<file path="src/rtl/slsu_pkg.sv">
// Load/store unit shared types.
// States, fault codes and funct3 encodings.
package slsu_pkg;

  localparam int LSU_DW = 32;
  localparam int LSU_MEM_BYTES = 1024;

  typedef enum logic [1:0] {
    IDLE,
    ACCESS,
    RESP
  } lsu_state_e;

  typedef enum logic [1:0] {
    FLT_NONE     = 2'b00,
    FLT_MISALIGN = 2'b01,
    FLT_BOUNDS   = 2'b10,
    FLT_ILLEGAL  = 2'b11
  } lsu_fault_e;

  localparam logic [2:0] F3_B  = 3'b000;
  localparam logic [2:0] F3_H  = 3'b001;
  localparam logic [2:0] F3_W  = 3'b010;
  localparam logic [2:0] F3_BU = 3'b100;
  localparam logic [2:0] F3_HU = 3'b101;

  localparam logic [1:0] MEM_SIZE_B = 2'b00;
  localparam logic [1:0] MEM_SIZE_H = 2'b01;
  localparam logic [1:0] MEM_SIZE_W = 2'b10;

  typedef struct packed {
    logic       store;
    logic [2:0] funct3;
    logic [4:0] rd;
  } lsu_req_t;

endpackage

</file>
<file path="src/rtl/slsu_if.sv">
// Execute-stage request/response and
// data memory control bundle.
interface slsu_if #(
  parameter int DW = 32
);
  logic          req_valid_i;
  logic          req_ready_o;
  logic          req_store_i;
  logic [2:0]    req_funct3_i;
  logic [DW-1:0] req_addr_i;
  logic [DW-1:0] req_wdata_i;
  logic [4:0]    req_rd_i;
  logic          resp_valid_o;
  logic          resp_ready_i;
  logic [DW-1:0] resp_rdata_o;
  logic [4:0]    resp_rd_o;
  logic          resp_store_o;
  logic [1:0]    resp_fault_o;
  logic          mem_read_o;
  logic          mem_write_o;
  logic [1:0]    mem_size_o;
  logic [DW-1:0] mem_addr_o;
  logic [DW-1:0] mem_wdata_o;
  logic [DW-1:0] mem_rdata_i;

  modport slave (
    input  req_valid_i, req_store_i,
    input  req_funct3_i, req_addr_i,
    input  req_wdata_i, req_rd_i,
    output req_ready_o,
    output resp_valid_o, resp_rdata_o,
    output resp_rd_o, resp_store_o,
    output resp_fault_o,
    input  resp_ready_i,
    output mem_read_o, mem_write_o,
    output mem_size_o, mem_addr_o,
    output mem_wdata_o,
    input  mem_rdata_i
  );

  modport master (
    output req_valid_i, req_store_i,
    output req_funct3_i, req_addr_i,
    output req_wdata_i, req_rd_i,
    input  req_ready_o,
    input  resp_valid_o, resp_rdata_o,
    input  resp_rd_o, resp_store_o,
    input  resp_fault_o,
    output resp_ready_i,
    input  mem_read_o, mem_write_o,
    input  mem_size_o, mem_addr_o,
    input  mem_wdata_o,
    output mem_rdata_i
  );
endinterface

</file>
<file path="src/rtl/slsu_check.sv">
// Request legality check: funct3, then
// alignment, then bounds.
module slsu_check
  import slsu_pkg::*;
#(
  parameter int DATA_WIDTH = 32,
  parameter int MEM_SIZE   = 1024
) (
  input  logic                  store,
  input  logic [2:0]            funct3,
  input  logic [DATA_WIDTH-1:0] addr,
  output lsu_fault_e            fault
);

  logic illegal;
  logic misalign;
  logic oob;

  // funct3 legality; unsigned forms are load-only
  always_comb begin
    illegal = 1'b0;
    unique case (funct3)
      F3_B, F3_H, F3_W: illegal = 1'b0;
      F3_BU, F3_HU:     illegal = store;
      default:          illegal = 1'b1;
    endcase
  end

  // natural alignment by access size
  always_comb begin
    misalign = 1'b0;
    unique case (funct3[1:0])
      MEM_SIZE_H: misalign = addr[0];
      MEM_SIZE_W: misalign = |addr[1:0];
      default:    misalign = 1'b0;
    endcase
  end

  // any access starting in the last 3 bytes
  // is rejected regardless of size
  assign oob =
    addr >= DATA_WIDTH'(MEM_SIZE - 3);

  // first failing check wins
  always_comb begin
    if (illegal)
      fault = FLT_ILLEGAL;
    else if (misalign)
      fault = FLT_MISALIGN;
    else if (oob)
      fault = FLT_BOUNDS;
    else
      fault = FLT_NONE;
  end

endmodule

</file>
<file path="src/rtl/slsu_ctrl.sv">
// Load/store unit: one request at a time,
// single-cycle memory access, registered reply.
module slsu_ctrl
  import slsu_pkg::*;
#(
  parameter int DATA_WIDTH = LSU_DW,
  parameter int MEM_SIZE   = LSU_MEM_BYTES
) (
  input logic   clk,
  input logic   rst_n,
  slsu_if.slave bus
);

  lsu_state_e            state;
  lsu_req_t              req_q;
  lsu_fault_e            chk_fault;
  lsu_fault_e            fault_q;
  logic                  resp_valid_q;
  logic [DATA_WIDTH-1:0] resp_rdata_q;
  logic [DATA_WIDTH-1:0] ext_rdata;
  logic                  mem_read_q;
  logic                  mem_write_q;
  logic [1:0]            mem_size_q;
  logic [DATA_WIDTH-1:0] mem_addr_q;
  logic [DATA_WIDTH-1:0] mem_wdata_q;
  logic                  accept;

  slsu_check #(
    .DATA_WIDTH(DATA_WIDTH),
    .MEM_SIZE  (MEM_SIZE)
  ) u_check (
    .store (bus.req_store_i),
    .funct3(bus.req_funct3_i),
    .addr  (bus.req_addr_i),
    .fault (chk_fault)
  );

  assign accept =
    bus.req_valid_i && (state == IDLE);

  // memory already sign-extends; only the
  // unsigned loads need their upper bits cleared
  always_comb begin
    ext_rdata = bus.mem_rdata_i;
    unique case (1'b1)
      req_q.funct3 == F3_BU:
        ext_rdata = {{(DATA_WIDTH-8){1'b0}},
                     bus.mem_rdata_i[7:0]};
      req_q.funct3 == F3_HU:
        ext_rdata = {{(DATA_WIDTH-16){1'b0}},
                     bus.mem_rdata_i[15:0]};
      default: ;
    endcase
  end

  // FSM with request latch, memory strobes
  // and response registers
  always_ff @(posedge clk or negedge rst_n) begin
    if (!rst_n) begin
      state        <= IDLE;
      req_q        <= '0;
      fault_q      <= FLT_NONE;
      resp_valid_q <= 1'b0;
      resp_rdata_q <= '0;
      mem_read_q   <= 1'b0;
      mem_write_q  <= 1'b0;
      mem_size_q   <= '0;
      mem_addr_q   <= '0;
      mem_wdata_q  <= '0;
    end else begin
      mem_read_q  <= 1'b0;
      mem_write_q <= 1'b0;
      mem_size_q  <= '0;
      mem_addr_q  <= '0;
      mem_wdata_q <= '0;
      unique case (state)
        IDLE: begin
          if (accept) begin
            req_q.store  <= bus.req_store_i;
            req_q.funct3 <= bus.req_funct3_i;
            req_q.rd     <= bus.req_rd_i;
            fault_q      <= chk_fault;
            if (chk_fault != FLT_NONE) begin
              resp_rdata_q <= '0;
              resp_valid_q <= 1'b1;
              state        <= RESP;
            end else begin
              mem_read_q  <= !bus.req_store_i;
              mem_write_q <= bus.req_store_i;
              mem_size_q  <= bus.req_funct3_i[1:0];
              mem_addr_q  <= bus.req_addr_i;
              mem_wdata_q <= bus.req_wdata_i;
              state       <= ACCESS;
            end
          end
        end
        ACCESS: begin
          resp_rdata_q <= req_q.store ?
                          '0 : ext_rdata;
          resp_valid_q <= 1'b1;
          state        <= RESP;
        end
        RESP: begin
          if (bus.resp_ready_i) begin
            resp_valid_q <= 1'b0;
            state        <= IDLE;
          end
        end
        default: state <= IDLE;
      endcase
    end
  end

  assign bus.req_ready_o  = (state == IDLE);
  assign bus.resp_valid_o = resp_valid_q;
  assign bus.resp_rdata_o = resp_rdata_q;
  assign bus.resp_rd_o    = req_q.rd;
  assign bus.resp_store_o = req_q.store;
  assign bus.resp_fault_o = fault_q;
  assign bus.mem_read_o   = mem_read_q;
  assign bus.mem_write_o  = mem_write_q;
  assign bus.mem_size_o   = mem_size_q;
  assign bus.mem_addr_o   = mem_addr_q;
  assign bus.mem_wdata_o  = mem_wdata_q;

endmodule

</file>
<file path="src/flat_wrapper.sv">
// flat-port wrapper written by rule: the top's interface ports become plain ports
module slsu_ctrl_flat import slsu_pkg::*;
#(
  parameter int DATA_WIDTH = LSU_DW,
  parameter int MEM_SIZE   = LSU_MEM_BYTES
)
  (clk, rst_n, bus_req_valid_i, bus_req_store_i, bus_req_funct3_i, bus_req_addr_i, bus_req_wdata_i, bus_req_rd_i, bus_req_ready_o, bus_resp_valid_o, bus_resp_rdata_o, bus_resp_rd_o, bus_resp_store_o, bus_resp_fault_o, bus_resp_ready_i, bus_mem_read_o, bus_mem_write_o, bus_mem_size_o, bus_mem_addr_o, bus_mem_wdata_o, bus_mem_rdata_i);
  slsu_if #(.DW(32)) bus_i ();
  input logic clk;
  input logic rst_n;
  input wire logic [$bits(bus_i.req_valid_i)-1:0] bus_req_valid_i;
  input wire logic [$bits(bus_i.req_store_i)-1:0] bus_req_store_i;
  input wire logic [$bits(bus_i.req_funct3_i)-1:0] bus_req_funct3_i;
  input wire logic [$bits(bus_i.req_addr_i)-1:0] bus_req_addr_i;
  input wire logic [$bits(bus_i.req_wdata_i)-1:0] bus_req_wdata_i;
  input wire logic [$bits(bus_i.req_rd_i)-1:0] bus_req_rd_i;
  output wire logic [$bits(bus_i.req_ready_o)-1:0] bus_req_ready_o;
  output wire logic [$bits(bus_i.resp_valid_o)-1:0] bus_resp_valid_o;
  output wire logic [$bits(bus_i.resp_rdata_o)-1:0] bus_resp_rdata_o;
  output wire logic [$bits(bus_i.resp_rd_o)-1:0] bus_resp_rd_o;
  output wire logic [$bits(bus_i.resp_store_o)-1:0] bus_resp_store_o;
  output wire logic [$bits(bus_i.resp_fault_o)-1:0] bus_resp_fault_o;
  input wire logic [$bits(bus_i.resp_ready_i)-1:0] bus_resp_ready_i;
  output wire logic [$bits(bus_i.mem_read_o)-1:0] bus_mem_read_o;
  output wire logic [$bits(bus_i.mem_write_o)-1:0] bus_mem_write_o;
  output wire logic [$bits(bus_i.mem_size_o)-1:0] bus_mem_size_o;
  output wire logic [$bits(bus_i.mem_addr_o)-1:0] bus_mem_addr_o;
  output wire logic [$bits(bus_i.mem_wdata_o)-1:0] bus_mem_wdata_o;
  input wire logic [$bits(bus_i.mem_rdata_i)-1:0] bus_mem_rdata_i;
  assign bus_i.req_valid_i = bus_req_valid_i;
  assign bus_i.req_store_i = bus_req_store_i;
  assign bus_i.req_funct3_i = bus_req_funct3_i;
  assign bus_i.req_addr_i = bus_req_addr_i;
  assign bus_i.req_wdata_i = bus_req_wdata_i;
  assign bus_i.req_rd_i = bus_req_rd_i;
  assign bus_req_ready_o = bus_i.req_ready_o;
  assign bus_resp_valid_o = bus_i.resp_valid_o;
  assign bus_resp_rdata_o = bus_i.resp_rdata_o;
  assign bus_resp_rd_o = bus_i.resp_rd_o;
  assign bus_resp_store_o = bus_i.resp_store_o;
  assign bus_resp_fault_o = bus_i.resp_fault_o;
  assign bus_i.resp_ready_i = bus_resp_ready_i;
  assign bus_mem_read_o = bus_i.mem_read_o;
  assign bus_mem_write_o = bus_i.mem_write_o;
  assign bus_mem_size_o = bus_i.mem_size_o;
  assign bus_mem_addr_o = bus_i.mem_addr_o;
  assign bus_mem_wdata_o = bus_i.mem_wdata_o;
  assign bus_i.mem_rdata_i = bus_mem_rdata_i;
  slsu_ctrl #(.DATA_WIDTH(DATA_WIDTH), .MEM_SIZE(MEM_SIZE)) u_core (.clk(clk), .rst_n(rst_n), .bus(bus_i));
endmodule
</file>
<file path="config.mk">
export PLATFORM = sky130hd
export DESIGN_NAME = slsu_ctrl_flat
export DESIGN_NICKNAME = d
export VERILOG_FILES = /design/src/rtl/slsu_pkg.sv /design/src/rtl/slsu_if.sv /design/src/rtl/slsu_check.sv /design/src/rtl/slsu_ctrl.sv /design/src/flat_wrapper.sv
export SDC_FILE = /design/constraint.sdc
export NUM_CORES = 1
export LEC_CHECK = 0
export BUFFER_PORTS_ARGS = -buffer_cell sky130_fd_sc_hd__buf_2
export CAP_MARGIN = 30
export CORE_ASPECT_RATIO = 0.75
export CORE_MARGIN = 4
export CORE_UTILIZATION = 39
export DETAILED_ROUTE_END_ITERATION = 10
export HOLD_SLACK_MARGIN = 0.06
export PLACE_DENSITY = 0.72
export SKIP_CTS_REPAIR_TIMING = 1
export SYNTH_ARGS = -nofsm -noshare
export SYNTH_HDL_FRONTEND = slang
export SYNTH_SLANG_ARGS = --single-unit
</file>
<file path="constraint.sdc">
create_clock -name clk -period 2 [get_ports clk]
set_input_delay 0.5 -clock clk [delete_from_list [all_inputs] [get_ports clk]]
set_output_delay 0.5 -clock clk [all_outputs]
set_load 0.02 [all_outputs]
</file>
# Yosys cells after proc, flatten, opt, wreduce, memory -nomap -nowiden
# Cells that the tools add are included.
[op_classes]
eq_ne = 13
reduce_logical = 14
magnitude_cmp = 1
n_mux = 33
[ops]
columns = ["op", "count"]
rows = [
  ["32-bit 2-to-1 mux", 9],
  ["32-bit one-hot mux with 2 select lines", 2],
  ["32-bit by 10-bit >= comparator with 1-bit output, second input constant", 1],
  ["2-bit 2-to-1 mux", 9],
  ["3-bit == test, second input constant", 4],
  ["1-bit 2-to-1 mux", 9],
  ["2-bit one-hot mux with 3 select lines", 1],
  ["2-bit by 1-bit == test with 1-bit output, second input constant", 2],
  ["2-bit == test, second input constant", 2],
  ["2-bit by 1-bit != test with 1-bit output, second input constant", 2],
  ["1-bit one-hot mux with 2 select lines", 2],
  ["2-bit AND reduction", 2],
  ["4-bit AND reduction", 1],
  ["2-bit nonzero test", 2],
  ["2-bit OR reduction", 2],
  ["3-bit by 1-bit == test with 1-bit output, second input constant", 1],
  ["3-bit by 2-bit == test with 1-bit output, second input constant", 1],
  ["3-bit logical NOT", 1],
  ["1-bit one-hot mux with 3 select lines", 1],
  ["3-bit AND reduction", 1],
  ["3-bit nonzero test", 1],
  ["3-bit OR reduction", 1],
  ["2-bit logical NOT", 1],
  ["2-bit != test, second input constant", 1],
  ["2 further kinds", 2],
]
[word_totals]
output_inout_bits = 110
reg_bits = 114

# Longest topological paths before layout
# Gate-level depths: netlist (run 1).
[logic_depth]
depth_word = 8
depth_mapped = 8
depth_no_buf = 7

# Hierarchy
# A second synthesis (run 1) with hierarchy kept.
[hier_totals]
hier_cells = 285
area_unflattened_um2 = 4093.9
[by_module_without_submodules]
columns = ["mod", "seq_area_each_um2", "area_per_inst_um2", "instances", "cells_each"]
rows = [
  ["slsu_ctrl", 2852.7, 3910.0, 1, 259],
  ["slsu_check", 0.0, 183.9, 1, 26],
]

# Worst setup path after synthesis (run 1)
# OpenSTA, ideal clock, no wires.
[synth_timing]
path_kind = "input -> register"
startpoint = "input bus_req_addr_i[24]"
endpoint = "register u_core.mem_addr_q[2], in the netlist u_core.bus.mem_addr_o[2]"
t_arrival_ns = 1.865
slack_ns = 0.069
path_buffers = 2
t_required_ns = 1.934
setup_ns = 0.066
cell_stages = 7
cell_sequence = "nor4_1 -> nand2_1 -> or3_4 -> and4bb_1 -> buf_4 -> buf_6 -> and2_1"
[synth_between]
elab_chain_cells = 8
[synth_rtl]
columns = ["element", "line_no", "text"]
rows = [
  ["from (decl)", "flat_wrapper.sv:14", "input wire logic [$bits(bus_i.req_addr_i)-1:0] bus_req_addr_i;"],
  ["32-bit by 10-bit >= comparator with 1-bit output", "slsu_check.sv:42", "addr >= DATA_WIDTH'(MEM_SIZE - 3);"],
  ["2-bit 2-to-1 mux", "slsu_check.sv:50", "else if (oob)"],
  ["2-bit 2-to-1 mux", "slsu_check.sv:48", "else if (misalign)"],
  ["2-bit 2-to-1 mux", "slsu_check.sv:46", "if (illegal)"],
  ["2-bit nonzero test", "slsu_ctrl.sv:83", "if (chk_fault != FLT_NONE) begin"],
  ["32-bit 2-to-1 mux", "slsu_ctrl.sv:83", ""],
  ["32-bit 2-to-1 mux", "slsu_ctrl.sv:78", "if (accept) begin"],
  ["32-bit 2-to-1 mux", "slsu_ctrl.sv:76", "unique case (state)"],
  ["to (signal assigned)", "slsu_ctrl.sv:91", "mem_addr_q <= bus.req_addr_i;"],
  ["to (decl)", "slsu_ctrl.sv:24", "logic [DATA_WIDTH-1:0] mem_addr_q;"],
]
# No other way between the ends.
# A chain may end at the register's enable or synchronous reset.

# Worst setup path in the final report (run 1)
[layout_timing]
startpoint = "input bus_req_addr_i[18]"
endpoint = "register u_core.mem_wdata_q[0], in the netlist u_core.bus.mem_wdata_o[0]"
[layout_between]
elab_chain_cells = 8
[layout_rtl]
columns = ["element", "line_no", "text"]
rows = [
  ["32-bit by 10-bit >= comparator with 1-bit output", "slsu_check.sv:42", ""],
  ["2-bit 2-to-1 mux", "slsu_check.sv:50", ""],
  ["2-bit 2-to-1 mux", "slsu_check.sv:48", ""],
  ["2-bit 2-to-1 mux", "slsu_check.sv:46", ""],
  ["2-bit nonzero test", "slsu_ctrl.sv:83", ""],
  ["32-bit 2-to-1 mux", "slsu_ctrl.sv:83", ""],
  ["32-bit 2-to-1 mux", "slsu_ctrl.sv:78", ""],
  ["32-bit 2-to-1 mux", "slsu_ctrl.sv:76", ""],
  ["to (signal assigned)", "slsu_ctrl.sv:92", "mem_wdata_q <= bus.req_wdata_i;"],
  ["to (decl)", "slsu_ctrl.sv:25", "logic [DATA_WIDTH-1:0] mem_wdata_q;"],
]
# No other way between the ends.

==> results of run 1 <==
area by class of cell:
class                      count  area (sq um)
clock buffer                  18           429
inverter                       5          18.8
sequential                   114          2850
timing repair buffer         231          1240
clock inverter                14           180
fill                         807          3820
tap                          132           165
multi-input combinational    149          1030
Yosys cell counts, drive strengths merged:
| library cell | instances |
|---|---|
| or3 | 1 |
| mux2 | 9 |
| a2bb2oi | 1 |
| a21oi | 3 |
| nand2b | 2 |
| o21ai | 3 |
| nor3 | 1 |
| clkbuf | 3 |
| nor2b | 1 |
| nand2 | 4 |
| nor3b | 1 |
| inv | 5 |
| dfrtp | 114 |
| nor4 | 5 |
| nor2 | 6 |
| nand3 | 1 |
| buf | 13 |
| o31ai | 1 |
| a22o | 32 |
| ha | 3 |
| o31a | 1 |
| and2 | 46 |
| nand4 | 3 |
| and4bb | 1 |
| o21a | 2 |
| conb | 1 |
power breakdown:
group,total [mW],internal [mW],switching [mW]
clock network,3.03,1.97,1.06
logic,0.470,0.203,0.267
registers,2.42,2.39,0.0366
total,5.93,4.56,1.36
per-layer routing:
metal | GRT usage [%] | up-vias
li1 | - | 1388
met2 | 28.8 | 132
met3 | 7.37 | 12
met5 | 0 | -
met4 | 5.83 | 0
met1 | 20.3 | 1405
sequential cells by signal (all words and copies together) (netlist names):
register / flops
u_core.req_q: 3
u_core.bus.resp_rd_o: 5
u_core.bus.resp_rdata_o: 32
u_core.bus.resp_fault_o: 2
u_core.bus.mem_read_o: 1
u_core.bus.mem_write_o: 1
u_core.bus.mem_wdata_o: 32
u_core.bus.mem_size_o: 2
u_core.state: 2
u_core.bus.mem_addr_o: 32
u_core.bus.resp_store_o: 1
u_core.bus.resp_valid_o: 1
worst reg2reg max path: cells and delay by family (launching register included):
family          cells  cell delay, ns
simple gates        1            0.27
flops               1            0.45
compound gates      2            0.78
worst max-delay path by stage:
stage,to,cells after the start
floorplan,u_core.bus.mem_addr_o[2],7
global placement,u_core.bus.mem_read_o,7
detailed placement,u_core.bus.mem_wdata_o[0],7
CTS,u_core.bus.mem_wdata_o[0],7
global route,u_core.bus.mem_wdata_o[0],7
finish,u_core.bus.mem_wdata_o[0],7
layout by cell type (no fill, tap or decap), drive strengths merged, types with 2 or more instances in the layout:
| master | instances |
|---|---|
| nand4 | 3 |
| nand2b | 2 |
| nor4 | 5 |
| and2 | 46 |
| conb | 22 |
| clkinvlp | 5 |
| mux2 | 9 |
| clkinv | 3 |
| dfrtp | 114 |
| nor2 | 6 |
| a21oi | 3 |
| o21a | 2 |
| inv | 8 |
| ha | 3 |
| o21ai | 3 |
| buf | 231 |
| a22o | 32 |
| bufinv | 3 |
| nand2 | 4 |
| clkbuf | 18 |
cells by family (layout without fill, tap and decap cells):
| family | Yosys count | count (layout) | share of synthesized area, % |
|---|---|---|---|
| compound gates | 43 | 43 | 9.27 |
| other cells | 1 | 22 | 0.0954 |
| simple gates | 72 | 72 | 11.2 |
| buf+inv | 21 | 268 | 3.28 |
| flops | 114 | 114 | 72.6 |
| fa+ha+maj | 3 | 3 | 0.956 |
| mux | 9 | 9 | 2.58 |
stage by stage:
stage          instance area (sq um)  utilization (%)  setup slack, ns  total power [mW]
3_5_place_dp                    5300             54.5           -0.175              2.94
3_3_place_gp                    5300             54.5           -0.138              2.93
6_report                        5910             60.7            0.235              5.93
2_1_floorplan                   4010                -           0.0690              2.69
4_1_cts                         5910             60.7            0.234              6.01
5_1_grt                         5910             60.7            0.132              6.20
==> results.yml, run 1 <==
status:
  outcome: "completed"
die:
  boundaryPins: 219
  die-area_sq_mm: 0.0118
  dieHeight_microns: 94.9
  die_w_microns: 124
  core-area_sq_mm: 0.00974
  start_util_pct: 40.4
  num_rows: 31
yosys:
  netlist_area_sq_mm: 0.00393
  yosysUniqueCellTypes: 28
  synth.area.top_cells: "dfrtp_1 (73%), and2_1 (7.3%), a22o_1 (7.1%), mux2_2 (2.6%), buf_4 (1.1%)"
  synth_top_area_share_pct: 72.6
  synth_seq_cells: 114
  syn_inst: 263
  yosysWarnings: 0
  synth_seq_area_share_pct: 72.6
  yosysTopAreaCell: "dfrtp_1"
  syn-mean-instance-area_sq_um: 14.9
place:
  dp_hpwl_microns: 7410
  place_inst: 631
  gp_congestion: 0.760
  port_buffers: 218
setup_path:
  crit_path_start: "bus_req_addr_i[18]"
  cp_slowest_cell: "or3_4"
  cp_data_arrival_time_ns: 2.09
  path_class: "input pin to flop"
  critPathMaxFanout: 37
  cp-end-kind: "flop"
  reg2regPathDepth: 3
  worstPathCellList: "buf_2 > nor4_1 > nand4_1 > or3_4 > and4bb_1 > buf_12 > and2_1"
  crit_path_max_incr_delay_ns: 0.37
  timing.rr.start: "u_core.state[0]"
  critPathLaunchType: "input pin"
  r2r-end: "u_core.bus.resp_rdata_o[25]"
  cp_top_family: "simple AND/OR/NAND/NOR gates"
  r2r_setup_slack_ns: 0.43
  cp_data_required_time_ns: 2.33
  crit_buf_inv: 2
routing:
  dr_wl_met3_microns: 985
  drt-met1-wl_microns: 3910
  dr.first_iter.drc_count: 99
  routed.top_layer: "met4"
  route.detailed.drc: 0
  vias: 2937
  via_per_inst: 4.43
  first_pass_iters: 4
  wl_met2_microns: 4910
  ant_nets: 0
  wire_per_inst_microns: 15.0
  drt-total-wl_microns: 9920
timing:
  fmax_mhz: 567
  slew_headroom_pct: 62.3
  setup_tns_ns: 0
  hold_slack_ns: 0.0750
  worst_slew_pin_slew_ns: 0.565
  rsz0062_at_grt: "no"
  slew_viol_final: 0
  hold_viol_final: 0
  period_minus_slack_ns: 1.76
  setup_viol_count_final: 0
  skew_ns: 0.00504
  period_share_pct: 88.2
clocking:
  htree_levels: 4
  clk_latency_ns: 0.40
  tritoncts: "built"
  clock_sinks: 114
  clk_pin_slew_worst_paths_ns: 0.05
  clockRootBuffer: "clkbuf_16"
  clock_path_buffers: 2
  cts_made_buffers: 17
cells_and_area:
  antenna_cells: 0
  finalNetCount: 630
  final_cells: 663
  drive_above_1_share_pct: 51.6
  areaGrowthSynthToFinish_pct: 50.5
pwr:
  power_density_mw_per_mm2: 1000
  power.leakage_nw: 3.31
  ir_drop_mv: 1.00
grt:
  grt_pass1_wl_microns: 15400
  grt_pass1_vias: 3092
  overflow: 0
  grt_antenna_before_repair: 0
  grt_use_total_pct: 17.3
  grt_max_degree: 49
hold_path:
  worstHoldPathType: "input pin to async pin"
flow_run:
  drv_cap: 0
Note: power is estimated with default switching activity, not from simulation.
==> inputs of run 2 (changes only) <==
Settings changed: CORE_ASPECT_RATIO 0.75 to 1.2.
==> run 2 against run 1 <==
Compared with the run above:
- sequential cell count unchanged
- first-iteration DRC count fell by 20%
- total power is 0.17% higher
- non-clock buffer count rose by 9
- core utilization up 1.1 points
- sequential share of layout area shrank 0.48 points
- die area about the same
- via count grew 2.5%
- global-route usage up 0.067 points
- wire length decreased by 0.51%
- sequential power barely moved
- critical path depth up 3
==> results.yml, run 2 (synthesis gave the netlist of run 1 again) <==
place:
  port_buffers: 218
  dp_hpwl_microns: 7610
  gp_congestion: 0.783
  place_inst: 630
routing:
  dr.first_iter.drc_count: 79
  vias: 3009
  dr_wl_met3_microns: 831
  wl_met2_microns: 5320
  drt-total-wl_microns: 9870
  ant_nets: 0
  via_per_inst: 4.53
  route.detailed.drc: 0
  drt-met1-wl_microns: 3550
  routed.top_layer: "met4"
  first_pass_iters: 4
  wire_per_inst_microns: 14.9
grt:
  grt_max_degree: 50
  grt_pass1_vias: 3207
  grt_pass1_wl_microns: 15900
  grt_use_total_pct: 17.4
  grt_antenna_before_repair: 1
  overflow: 0
setup_path:
  r2r-end: "u_core.bus.resp_rdata_o[26]"
  crit_path_start: "bus_req_funct3_i[1]"
  critPathMaxFanout: 14
  cp-end-kind: "flop"
  cp_data_arrival_time_ns: 2.06
  path_class: "input pin to flop"
  timing.rr.start: "u_core.state[0]"
  crit_end: "u_core.bus.resp_rdata_o[14]"
  reg2regPathDepth: 3
  critPathLaunchType: "input pin"
  r2r_setup_slack_ns: 0.47
  cp_data_required_time_ns: 2.28
timing:
  rsz0062_at_grt: "no"
  slew_viol_final: 0
  period_minus_slack_ns: 1.78
  slew_headroom_pct: 60.6
  skew_ns: 0.00652
  setup_tns_ns: 0
  worst_slew_pin_slew_ns: 0.591
  setup_viol_count_final: 0
  hold_viol_final: 0
  fmax_mhz: 560
  period_share_pct: 89.2
clocking:
  tritoncts: "built"
  htree_levels: 4
  clock_sinks: 114
  clockRootBuffer: "clkbuf_16"
  clock_path_buffers: 2
  clk_pin_slew_worst_paths_ns: 0.05
  clk_latency_ns: 0.39
  cts_made_buffers: 17
pwr:
  ir_drop_mv: 0.562
  power.leakage_nw: 3.37
  power_density_mw_per_mm2: 994
die:
  boundaryPins: 219
  num_rows: 39
  core-area_sq_mm: 0.00966
  die_w_microns: 99.6
  start_util_pct: 40.7
  dieHeight_microns: 118
  die-area_sq_mm: 0.0118
cells_and_area:
  final_cells: 664
  layout_common_cells: "buf_2 (217), dfrtp_1 (114), and2_1 (46), a22o_1 (32), conb_1 (22)"
  drive_above_1_share_pct: 51.9
  areaGrowthSynthToFinish_pct: 52.0
  final_common_cell: "buf_2"
  finalNetCount: 639
hold_path:
  worstHoldPathType: "input pin to flop"
  whs_path_depth: 2
status:
  outcome: "completed"
flow_run:
  drv_cap: 0
run 2: cell count changes in the layout (fill, tap and decap cells not counted), sizes merged:
cell         before  now
clkinv            3    4
buf             231  239
diode             0    1
clkinvlp          5    2
inv               8    5
clkbuf           18   23
dlygate4sd3       0    1
run 2: critical path, stage by stage:
cell,delay (ns)
buf_2,0.11
inv_1,0.06
ha_1,0.19
a2bb2oi_1,0.15
a21oi_1,0.21
nand2b_1,0.22
o31ai_4,0.09
buf_12,0.17
buf_4,0.13
a22o_1,0.23
run 2: worst min path at each step:
stage                     slack, ns                    endpoint                start
after global placement         0.36   u_core.bus.mem_addr_o[12]                rst_n
after CTS                     -0.06   u_core.bus.mem_addr_o[12]                rst_n
final                          0.31  u_core.bus.mem_wdata_o[27]  bus_req_wdata_i[27]
after global routing           0.29  u_core.bus.mem_wdata_o[25]  bus_req_wdata_i[25]
after floorplan                0.20    u_core.bus.mem_addr_o[0]                rst_n
after detailed placement       0.36   u_core.bus.mem_wdata_o[1]                rst_n
run 2: power breakdown:
part | internal, mW | switching, mW
combinational | 0.223 | 0.273
sequential | 2.39 | 0.0382
clock | 2.05 | 0.963
run 2: layout make-up:
| type | instances | area (sq um) |
|---|---|---|
| inverter | 5 | 18.8 |
| sequential | 114 | 2850 |
| timing repair buffer | 240 | 1310 |
| multi-input combinational | 149 | 1030 |
| fill | 794 | 3690 |
| tap | 123 | 154 |
| clock buffer | 23 | 478 |
| clock inverter | 9 | 129 |
| antenna | 1 | 2.50 |
run 2: stage by stage:
stage               power, mW  hold slack [ns]  setup slack, ns  util (%)  cell area [sq um]
global placement         2.95            0.363           -0.166      55.4               5350
CTS                      6.01          -0.0630            0.230      61.7               5960
finish                   5.94            0.309            0.215      61.8               5970
floorplan                2.69            0.204           0.0690         -               4010
global route             6.20            0.291           0.0617      61.8               5970
detailed placement       2.97            0.364           -0.177      55.4               5350
run 2: per-layer routing:
| layer | vias to the layer above | global-route usage [%] |
|---|---|---|
| met4 | 0 | 7.77 |
| li1 | 1404 | - |
| met1 | 1450 | 19.3 |
| met3 | 15 | 5.87 |
| met2 | 140 | 29.9 |
| met5 | - | 0 |
==> inputs of run 3 (changes only) <==
Settings changed: CELL_PAD_IN_SITES_DETAIL_PLACEMENT set to 2, CELL_PAD_IN_SITES_GLOBAL_PLACEMENT set to 2, CORE_UTILIZATION 39 to 27, PLACE_DENSITY 0.72 to 0.83.
==> run 3 against run 2 <==
Compared with the run above:
- sequential power hardly changed
- critical path depth shrank 3
- non-clock buffer count shrank 4
- maximum frequency shrank 0.72%
- die area increased by 41%
- count of clock-buffer cells in the layout stayed put
- first-iteration DRC count increased by 8.9%
- combinational power about the same
- register-to-register slack lost 0.08 ns
- critical endpoint is now u_core.bus.mem_addr_o[5]
==> results.yml, run 3 (synthesis gave the netlist of run 1 again) <==
cells_and_area:
  drive_above_1_share_pct: 51.7
  finalNetCount: 635
  multi_input_area_sq_mm: 0.00103
  fillerInstances: 1485
  layout_common_cells: "buf_2 (217), dfrtp_1 (114), and2_1 (46), a22o_1 (32), conb_1 (22)"
  final_common_cell: "buf_2"
  antenna_cells: 0
  fin_area_sq_mm: 0.00597
  areaGrowthSynthToFinish_pct: 51.8
  final-seq-area_sq_mm: 0.00285
place:
  port_buffers: 218
  gp_congestion: 0.738
  dp_hpwl_microns: 9880
  place_area_sq_mm: 0.00539
setup_path:
  cp_data_required_time_ns: 2.34
  path_class: "input pin to flop"
  cp-end-kind: "flop"
  cp_data_arrival_time_ns: 2.14
  critPathMaxFanout: 38
  critPathLaunchType: "input pin"
pwr:
  power_density_mw_per_mm2: 969
  power.switching_mw: 1.36
  power.leakage_nw: 3.33
  pwr-share-comb_pct: 8.6
  seqPwrFrac_pct: 42.0
  sw_frac_of_total_pct: 23.5
  fin_total_pwr_mw: 5.78
  ir_drop_mv: 0.376
  intPower_mw: 4.43
  clkPwrFrac_pct: 49.4
clocking:
  clk_pin_slew_worst_paths_ns: 0.05
  cts_made_buffers: 17
  htree_levels: 4
  clock_sinks: 114
  clock_path_buffers: 2
  clockRootBuffer: "clkbuf_16"
  clk_latency_ns: 0.41
  tritoncts: "built"
routing:
  via_per_inst: 4.34
  route.detailed.drc: 0
  first_pass_iters: 4
  ant_nets: 0
  vias: 3083
  dr.first_iter.drc_count: 86
  drt-total-wl_microns: 12600
  wire_per_inst_microns: 17.7
timing:
  rsz0062_at_grt: "no"
  skew_ns: 0.00915
  hold_slack_ns: 0.295
  hold_viol_final: 0
  slew_viol_final: 0
  period_minus_slack_ns: 1.80
  fmax_mhz: 556
  worst_slew_pin_slew_ns: 0.558
  setup_viol_count_final: 0
  slew_headroom_pct: 62.8
  period_share_pct: 89.9
die:
  num_rows: 48
  boundaryPins: 219
  start_util_pct: 27.4
  dieHeight_microns: 140
  die-area_sq_mm: 0.0166
  die_w_microns: 118
  core-area_sq_mm: 0.0144
grt:
  grt_antenna_before_repair: 0
  grt_pass1_wl_microns: 19800
  overflow: 0
  grt_max_degree: 39
  grt_use_total_pct: 15.6
  grt_pass1_vias: 3622
hold_path:
  worstHoldPathType: "input pin to flop"
status:
  outcome: "completed"
flow_run:
  drv_cap: 0
run 3: cell count changes in the layout (fill, tap and decap cells not counted), sizes merged:
cell      change
buf           -4
bufinv        -2
clkinvlp      +2
diode         -1
run 3: final timing paths:
path | start | slack (ns) | end | cells past startpoint
setup / recovery | bus_req_addr_i[30] | 0.20 | u_core.bus.mem_addr_o[5] | 7
hold / removal | bus_req_wdata_i[28] | 0.29 | u_core.bus.mem_wdata_o[28] | 2
setup reg to reg | u_core.state[0] | 0.39 | u_core.bus.mem_addr_o[5] | 5
hold reg to reg | u_core.bus.resp_rdata_o[27] | 0.50 | u_core.bus.resp_rdata_o[27] | 1
max in group asynchronous | rst_n | 0.80 | u_core.state[1] | 3
min in group asynchronous | rst_n | 0.58 | u_core.bus.mem_addr_o[23] | 2
run 3: critical path, stage by stage:
cell	delay, ns
buf_2	0.10
nor4_1	0.29
nand4_1	0.14
or3_4	0.38
and4bb_1	0.37
buf_12	0.20
and2_1	0.16
run 3: power by group through the flow:
stage               clock network, mW  registers, mW  logic [mW]
finish                           2.86           2.43       0.497
global route                     3.06           2.44       0.546
floorplan                           0           2.51       0.181
global placement                    0           2.46       0.486
detailed placement                  0           2.47       0.506
CTS                              2.94           2.43       0.507
run 3: through the flow:
step,util (%),instances,worst slack [ns],TNS (ns)
3_5_place_dp,37.5,678,-0.232,-13.29
2_1_floorplan,-,284,0.0690,0
6_report,41.6,711,0.203,0
5_1_grt,41.6,711,0.0554,0
4_1_cts,41.5,710,0.185,0
3_3_place_gp,37.5,678,-0.161,-9.33
run 3: metal layers:
layer | global-route usage (%) | up-vias | wire [microns]
met2 | 28.1 | 139 | 6910
met4 | 6.23 | 0 | 212
met5 | 0 | - | 0
met3 | 6.06 | 16 | 975
li1 | - | 1396 | -
met1 | 16.1 | 1532 | 4510
run 3: final cells by class:
class                   instances  area share, %
flip-flops and latches        114           47.8
repair buffers                236           21.5
multi-input cells             149           17.2
clock buffers                  23           8.18
well taps                     175           3.67
clock inverters                 9           1.34
inverters                       5          0.315
